===== src/rtl/doe_defines_pkg.sv =====
// Shared constants and FSM state type for the CBC chaining wrapper.
package doe_defines_pkg;

   localparam int DOE_BLK_W = 128;

   typedef enum logic [2:0] {
      ST_IDLE  = 3'd0,
      ST_LOAD  = 3'd1,
      ST_REQ   = 3'd2,
      ST_WAIT  = 3'd3,
      ST_DRAIN = 3'd4,
      ST_DONE  = 3'd5
   } doe_chain_state_e;

endpackage


===== src/rtl/doe_blk_shifter.sv =====
// 128-bit block register that shifts DATA_WIDTH words in at the bottom and
// presents the top word; used both to pack input words and unpack results.
module doe_blk_shifter
   import doe_defines_pkg::*;
#(
   parameter int DATA_WIDTH = 32
) (
   input  logic                  clk,
   input  logic                  clr_i,
   input  logic                  load_i,
   input  logic [DOE_BLK_W-1:0]  load_blk_i,
   input  logic                  shift_i,
   input  logic [DATA_WIDTH-1:0] word_i,
   output logic [DOE_BLK_W-1:0]  blk_o,
   output logic                  last_o
);

   localparam int WPB   = DOE_BLK_W / DATA_WIDTH;
   localparam int CNT_W = $clog2(WPB);

   logic [DOE_BLK_W-1:0] blk_q, blk_d;
   logic [CNT_W-1:0]     cnt_q, cnt_d;

   always_comb begin
      blk_d = blk_q;
      cnt_d = cnt_q;
      if (load_i) begin
         blk_d = load_blk_i;
         cnt_d = '0;
      end else if (shift_i) begin
         // First word ends up in the top slot after WPB shifts.
         blk_d = {blk_q[DOE_BLK_W-DATA_WIDTH-1:0], word_i};
         cnt_d = (cnt_q == CNT_W'(WPB - 1)) ? '0 : cnt_q + 1'b1;
      end
   end

   always_ff @(posedge clk) begin
      if (clr_i) begin
         blk_q <= '0;
         cnt_q <= '0;
      end else begin
         blk_q <= blk_d;
         cnt_q <= cnt_d;
      end
   end

   assign blk_o  = blk_q;
   assign last_o = (cnt_q == CNT_W'(WPB - 1));

endmodule


===== src/rtl/doe_cbc_chain.sv =====
// CBC chaining wrapper: packs stream words into blocks, chains them around an
// external AES core, and unpacks results back onto the output stream.
module doe_cbc_chain
   import doe_defines_pkg::*;
#(
   parameter int DATA_WIDTH = 32,
   parameter int BLK_CNT_W  = 8
) (
   input  logic                  clk,
   input  logic                  rst,
   input  logic                  zeroize,
   input  logic                  start,
   input  logic                  encdec,
   input  logic [BLK_CNT_W-1:0]  num_blocks,
   input  logic [DOE_BLK_W-1:0]  iv,
   output logic                  busy,
   output logic                  done,
   output logic                  error,
   input  logic                  src_valid,
   output logic                  src_ready,
   input  logic [DATA_WIDTH-1:0] src_data,
   output logic                  dst_valid,
   input  logic                  dst_ready,
   output logic [DATA_WIDTH-1:0] dst_data,
   output logic                  core_next,
   output logic [DOE_BLK_W-1:0]  core_block,
   input  logic                  core_ready,
   input  logic [DOE_BLK_W-1:0]  core_result,
   input  logic                  core_valid,
   output doe_chain_state_e      dbg_state_o
);

   doe_chain_state_e     state_q, state_d;
   logic                 enc_q, enc_d;
   logic                 err_q, err_d;
   logic [BLK_CNT_W-1:0] cnt_q, cnt_d;
   logic [DOE_BLK_W-1:0] chain_q, chain_d;
   logic [DOE_BLK_W-1:0] in_blk, out_blk, out_load;
   logic                 clr, src_fire, dst_fire, in_last, out_last, out_load_en;

   // A word moves on either stream only when valid && ready in the same cycle;
   // a wipe cycle never offers a handshake.
   assign clr         = rst | zeroize;
   assign src_ready   = (state_q == ST_LOAD) & ~clr;
   assign src_fire    = src_valid & src_ready;
   assign dst_valid   = (state_q == ST_DRAIN) & ~clr;
   assign dst_fire    = dst_valid & dst_ready;
   assign core_next   = (state_q == ST_REQ) & core_ready & ~clr;
   assign core_block  = enc_q ? (in_blk ^ chain_q) : in_blk;
   assign out_load_en = (state_q == ST_WAIT) & core_valid;
   assign out_load    = enc_q ? core_result : (core_result ^ chain_q);
   assign dst_data    = out_blk[DOE_BLK_W-1 -: DATA_WIDTH];
   assign busy        = (state_q != ST_IDLE);
   assign done        = (state_q == ST_DONE);
   assign error       = err_q;
   assign dbg_state_o = state_q;

   always_comb begin
      state_d = state_q;
      enc_d   = enc_q;
      cnt_d   = cnt_q;
      chain_d = chain_q;
      err_d   = 1'b0;
      case (state_q)
         ST_IDLE: begin
            if (start) begin
               if (num_blocks != '0) begin
                  enc_d   = encdec;
                  cnt_d   = num_blocks;
                  chain_d = iv;
                  state_d = ST_LOAD;
               end else begin
                  err_d = 1'b1;
               end
            end
         end
         ST_LOAD:  if (src_fire && in_last) state_d = ST_REQ;
         ST_REQ:   if (core_next) state_d = ST_WAIT;
         ST_WAIT: begin
            if (core_valid) begin
               // Decrypt chains on the ciphertext just consumed, encrypt on the result.
               chain_d = enc_q ? core_result : in_blk;
               state_d = ST_DRAIN;
            end
         end
         ST_DRAIN: begin
            if (dst_fire && out_last) begin
               if (cnt_q != '0) cnt_d = cnt_q - 1'b1;
               state_d = (cnt_q > BLK_CNT_W'(1)) ? ST_LOAD : ST_DONE;
            end
         end
         ST_DONE:  state_d = ST_IDLE;
         default:  state_d = ST_IDLE;
      endcase
   end

   always_ff @(posedge clk) begin
      if (clr) begin
         state_q <= ST_IDLE;
         enc_q   <= 1'b0;
         cnt_q   <= '0;
         chain_q <= '0;
         err_q   <= 1'b0;
      end else begin
         state_q <= state_d;
         enc_q   <= enc_d;
         cnt_q   <= cnt_d;
         chain_q <= chain_d;
         err_q   <= err_d;
      end
   end

   doe_blk_shifter #(.DATA_WIDTH(DATA_WIDTH)) u_packer (
      .clk        (clk),
      .clr_i      (clr),
      .load_i     (1'b0),
      .load_blk_i ('0),
      .shift_i    (src_fire),
      .word_i     (src_data),
      .blk_o      (in_blk),
      .last_o     (in_last)
   );

   doe_blk_shifter #(.DATA_WIDTH(DATA_WIDTH)) u_unpacker (
      .clk        (clk),
      .clr_i      (clr),
      .load_i     (out_load_en),
      .load_blk_i (out_load),
      .shift_i    (dst_fire),
      .word_i     ('0),
      .blk_o      (out_blk),
      .last_o     (out_last)
   );

endmodule


===== config.mk =====
export PLATFORM = sky130hd
export DESIGN_NAME = doe_cbc_chain
export DESIGN_NICKNAME = d
export VERILOG_FILES = /design/src/rtl/doe_defines_pkg.sv /design/src/rtl/doe_blk_shifter.sv /design/src/rtl/doe_cbc_chain.sv
export SDC_FILE = /design/constraint.sdc
export NUM_CORES = 1
export LEC_CHECK = 0
export ABC_AREA = 1
export ABC_CLOCK_PERIOD_IN_PS = 2700
export CAP_MARGIN = 20
export CORE_MARGIN = 4
export CORE_UTILIZATION = 54
export DETAILED_ROUTE_END_ITERATION = 16
export PLACE_DENSITY_LB_ADDON = 0.12
export SLEW_MARGIN = 20
export SYNTH_ARGS = -nofsm -noshare
export SYNTH_HDL_FRONTEND = slang
export SYNTH_HIERARCHICAL = 1
export SYNTH_SLANG_ARGS = --single-unit

===== constraint.sdc =====
create_clock -name clk -period 2.7 [get_ports clk]
set_input_delay 0.675 -clock clk [delete_from_list [all_inputs] [get_ports clk]]
set_output_delay 0.675 -clock clk [all_outputs]
set_load 0.01 [all_outputs]

==> reports/metrics.yaml <==
synth_compound_area_share_pct: 15.9
cts_num_sinks: 401
min_from: "u_unpacker/blk_o[90]"
worst_slack_ns: -0.0547
top_usage_layer: "met2"
synth-simple-area-share_pct: 39.5
netlist_instances: 4617
p_leak_nw: 17.0
finalHoldViolations: 0
die_height_um: 227
io_pins: 474
p_per_area_mw_per_mm2: 484
routed_via_density: 5.31
synthAdderAreaFrac_pct: 0.241
fin_crit_sh_pct: 102
final_area_mm2: 0.0335
clk_pin_slew_ns: 0.06
rr_worst_depth: 9
clock_latency_ns: 0.58
drc: 0
reg2reg_setup_slack_ns: 0.53
cp_slowest_cell: "dfxtp_4"
ctsLongestPathBuffers: 3
die-width_um: 227
antenna_found_initial: 7
area_growth_pct: 29.1
rsz0062_at_grt: "yes"
nets: 5435
grt_start_max_net_pins: 130
hpwlAfterDp_mm: 71.4
final_util_pct: 70.3
initial_core_util_pct: 54.5
h-tree-depth: 2
setup_viol: 9
via_count: 30680
min_to: "u_unpacker/blk_o[90]"
netlist_area_mm2: 0.0260
tightestPinTransition_ns: 0.960
ys_ff_latch: 401
use_met3_pct: 6.14
routed_wl_mm: 99.9
hold_class: "reg -> reg"
criticalPathCategory: "reg -> out"
worstSetupEndpointType: "output port"
path_max_fanout: 29
cts_tree: "built"
synth-seq-area-share_pct: 30.9
port_buffers: 473
fp-row-count: 80
grt_use_met2_pct: 58.9
maxCapViolCount: 0
worstPathRequired_ns: 2.03
synth_xor_area_share_pct: 0
outcome: "complete, but fails checks"
grt_usage_pct: 36.2
skew_ns: 0.0157
violations: "setup timing"
fin_crit_ns: 2.75
grt_pass1_vias: 26323
grt_pass1_wl_mm: 148
drt-initial-drc-count: 3490
cp-start-kind: "flop"
max-vdd-ir-drop_mv: 0.415
critPathTopFamily: "buffers and inverters"
worstPathArrival_ns: 2.08
drive_gt1_share_pct: 4.25
wl_per_cell_um: 17.3
rr_startpoint: "dbg_state_o[2]"
avgSynthCellArea_um2: 5.62
max_freq_mhz: 363
ant_nets: 0
synthMuxAreaShare_pct: 0
place_congestion: 0.973
cpPeakStageDelay_ns: 0.40
drtPass1Iterations: 7
cts_buffers: 46
postPlaceCellArea_mm2: 0.0319
max-slew-margin-rel_pct: 36.0
drv_slew: 0
crit_path_frequent_cell: "o21ai_0"
gr-total-overflow: 0
met1_usage_pct: 46.3
synth_top_family_by_area: "simple AND/OR/NAND/NOR gates"
dieArea_mm2: 0.0516
yosysWarnings: 6
path_cells: "inv_8, buf_12, a21oi_1, o21ai_0, o21ai_0, dlygate4sd2_1"
fill_cells: 4400
reg2reg_to: "u_unpacker/blk_o[69]"
core_area_mm2: 0.0476
yosysUniqueCellTypes: 23
cts-root-buf: "clkbuf_16"
cp_num_buf_inv: 3
min_path_cells: 2
==> how the worst max path moves through the flow <==
stage / startpoint / to / slack (ns) / cells past startpoint
2_1_floorplan: zeroize / u_unpacker/blk_o[122] / 0.43 / 11
3_3_place_gp: zeroize / dst_valid / -0.06 / 5
3_5_place_dp: zeroize / dst_valid / -0.06 / 5
4_1_cts: enc_q / core_block[3] / -0.21 / 4
5_1_grt: enc_q / core_block[9] / -0.07 / 6
6_report: enc_q / core_block[83] / -0.05 / 6
==> power by group <==
part | leakage, nW | switching (mW) | internal (mW)
Sequential | 3.26 | 0.302 | 6.15
Combinational | 13.0 | 1.93 | 1.35
Clock | 0.752 | 2.60 | 3.89
Total | 17.0 | 4.83 | 11.4
==> kinds of logic (layout without fill, tap and decap cells) <==
family | Yosys count | after routing
AO/OA/AOI/OAI | 822 | 822
adder cells (fa/ha/maj) | 5 | 5
buffers and inverters | 829 | 1205
flip-flops | 401 | 401
other | 1 | 169
AND/OR/NAND/NOR | 2559 | 2559
==> cell type report <==
cell class	instances	area, µm²	area share, %
multi-input combinational	3550	15100	45.0
timing repair buffer	583	6020	18.0
clock buffer	71	1390	4.14
tap	615	769	2.30
antenna	5	12.5	0.0373
sequential	401	8030	24.0
clock inverter	8	144	0.429
inverter	543	2060	6.14
==> flip-flops by register name (all words and copies together), names as in the netlist <==
signal,flops
u_unpacker/blk_o,128
enc_q,1
error,1
u_packer/blk_o,128
u_packer/cnt_q,2
dbg_state_o,3
cnt_q,8
chain_q,128
u_unpacker/cnt_q,2
==> metal layers <==
layer / share of wire, % / wire length, µm
met3: 10 / 10300
met5: 0.035 / 35
met4: 6.2 / 6180
met2: 45 / 44800
met1: 39 / 38600
==> worst min-delay path: stages (launching register included) <==
cell and delay (ns):
dfxtp_1 0.31, nand2_1 0.06, a21oi_1 0.05
==> layout by cell type, fill, tap and decap left out, drive strengths merged, types with 2 or more instances in the layout <==
cell type / instances
diode: 5
ha: 5
a21oi: 301
dlymetal6s2s: 3
buf: 104
nor3: 2
dlygate4sd2: 89
clkdlybuf4s50: 342
nand2: 1771
clkinv: 4
inv: 543
clkbuf: 98
a31oi: 2
bufinv: 4
nor2: 295
dfxtp: 401
clkdlybuf4s15: 14
nor3b: 2
bufbuf: 2
nand3b: 2
dlygate4sd1: 2
nand4: 2
o21ai: 519
conb: 164
nand3: 483
==> timing repair <==
| item | in CTS | in global routing |
|---|---|---|
| setup endpoints to repair | 131 | 103 |
| gates cloned | 2 | 4 |
| gates resized for setup | 158 | 87 |
| hold buffers | 0 | 0 |
| buffers inserted | 2 | 0 |
==> cells in the mapped netlist, drive strengths merged <==
library cell | instances | area [µm²]
a21oi | 301 | 1510
a31oi | 2 | 12.5
and2 | 1 | 6.26
buf | 239 | 1270
clkbuf | 47 | 176
conb | 1 | 3.75
dfxtp | 401 | 8030
ha | 5 | 62.6
inv | 543 | 2040
nand2 | 1771 | 6650
nand3 | 483 | 2420
nand3b | 2 | 15.0
nand4 | 2 | 12.5
nor2 | 295 | 1120
nor3 | 2 | 10.0
nor3b | 2 | 15.0
nor4 | 1 | 6.26
o21ai | 519 | 2600
==> stage by stage <==
| stage | total power, mW | cells | setup TNS, ns | setup WS (ns) | hold WS [ns] |
|---|---|---|---|---|---|
| 3_3_place_gp | 9.70 | 5684 | -0.237 | -0.0609 | 0.451 |
| 4_1_cts | 16.1 | 5767 | -1.81 | -0.211 | 0.465 |
| 2_1_floorplan | 8.31 | 4780 | 0 | 0.435 | 0.440 |
| 3_5_place_dp | 9.74 | 5684 | -0.522 | -0.0574 | 0.456 |
| 5_1_grt | 16.9 | 5774 | -0.898 | -0.0674 | 0.486 |
| 6_report | 16.2 | 5776 | -0.178 | -0.0547 | 0.463 |
Note: power is estimated with default switching activity, not from simulation.
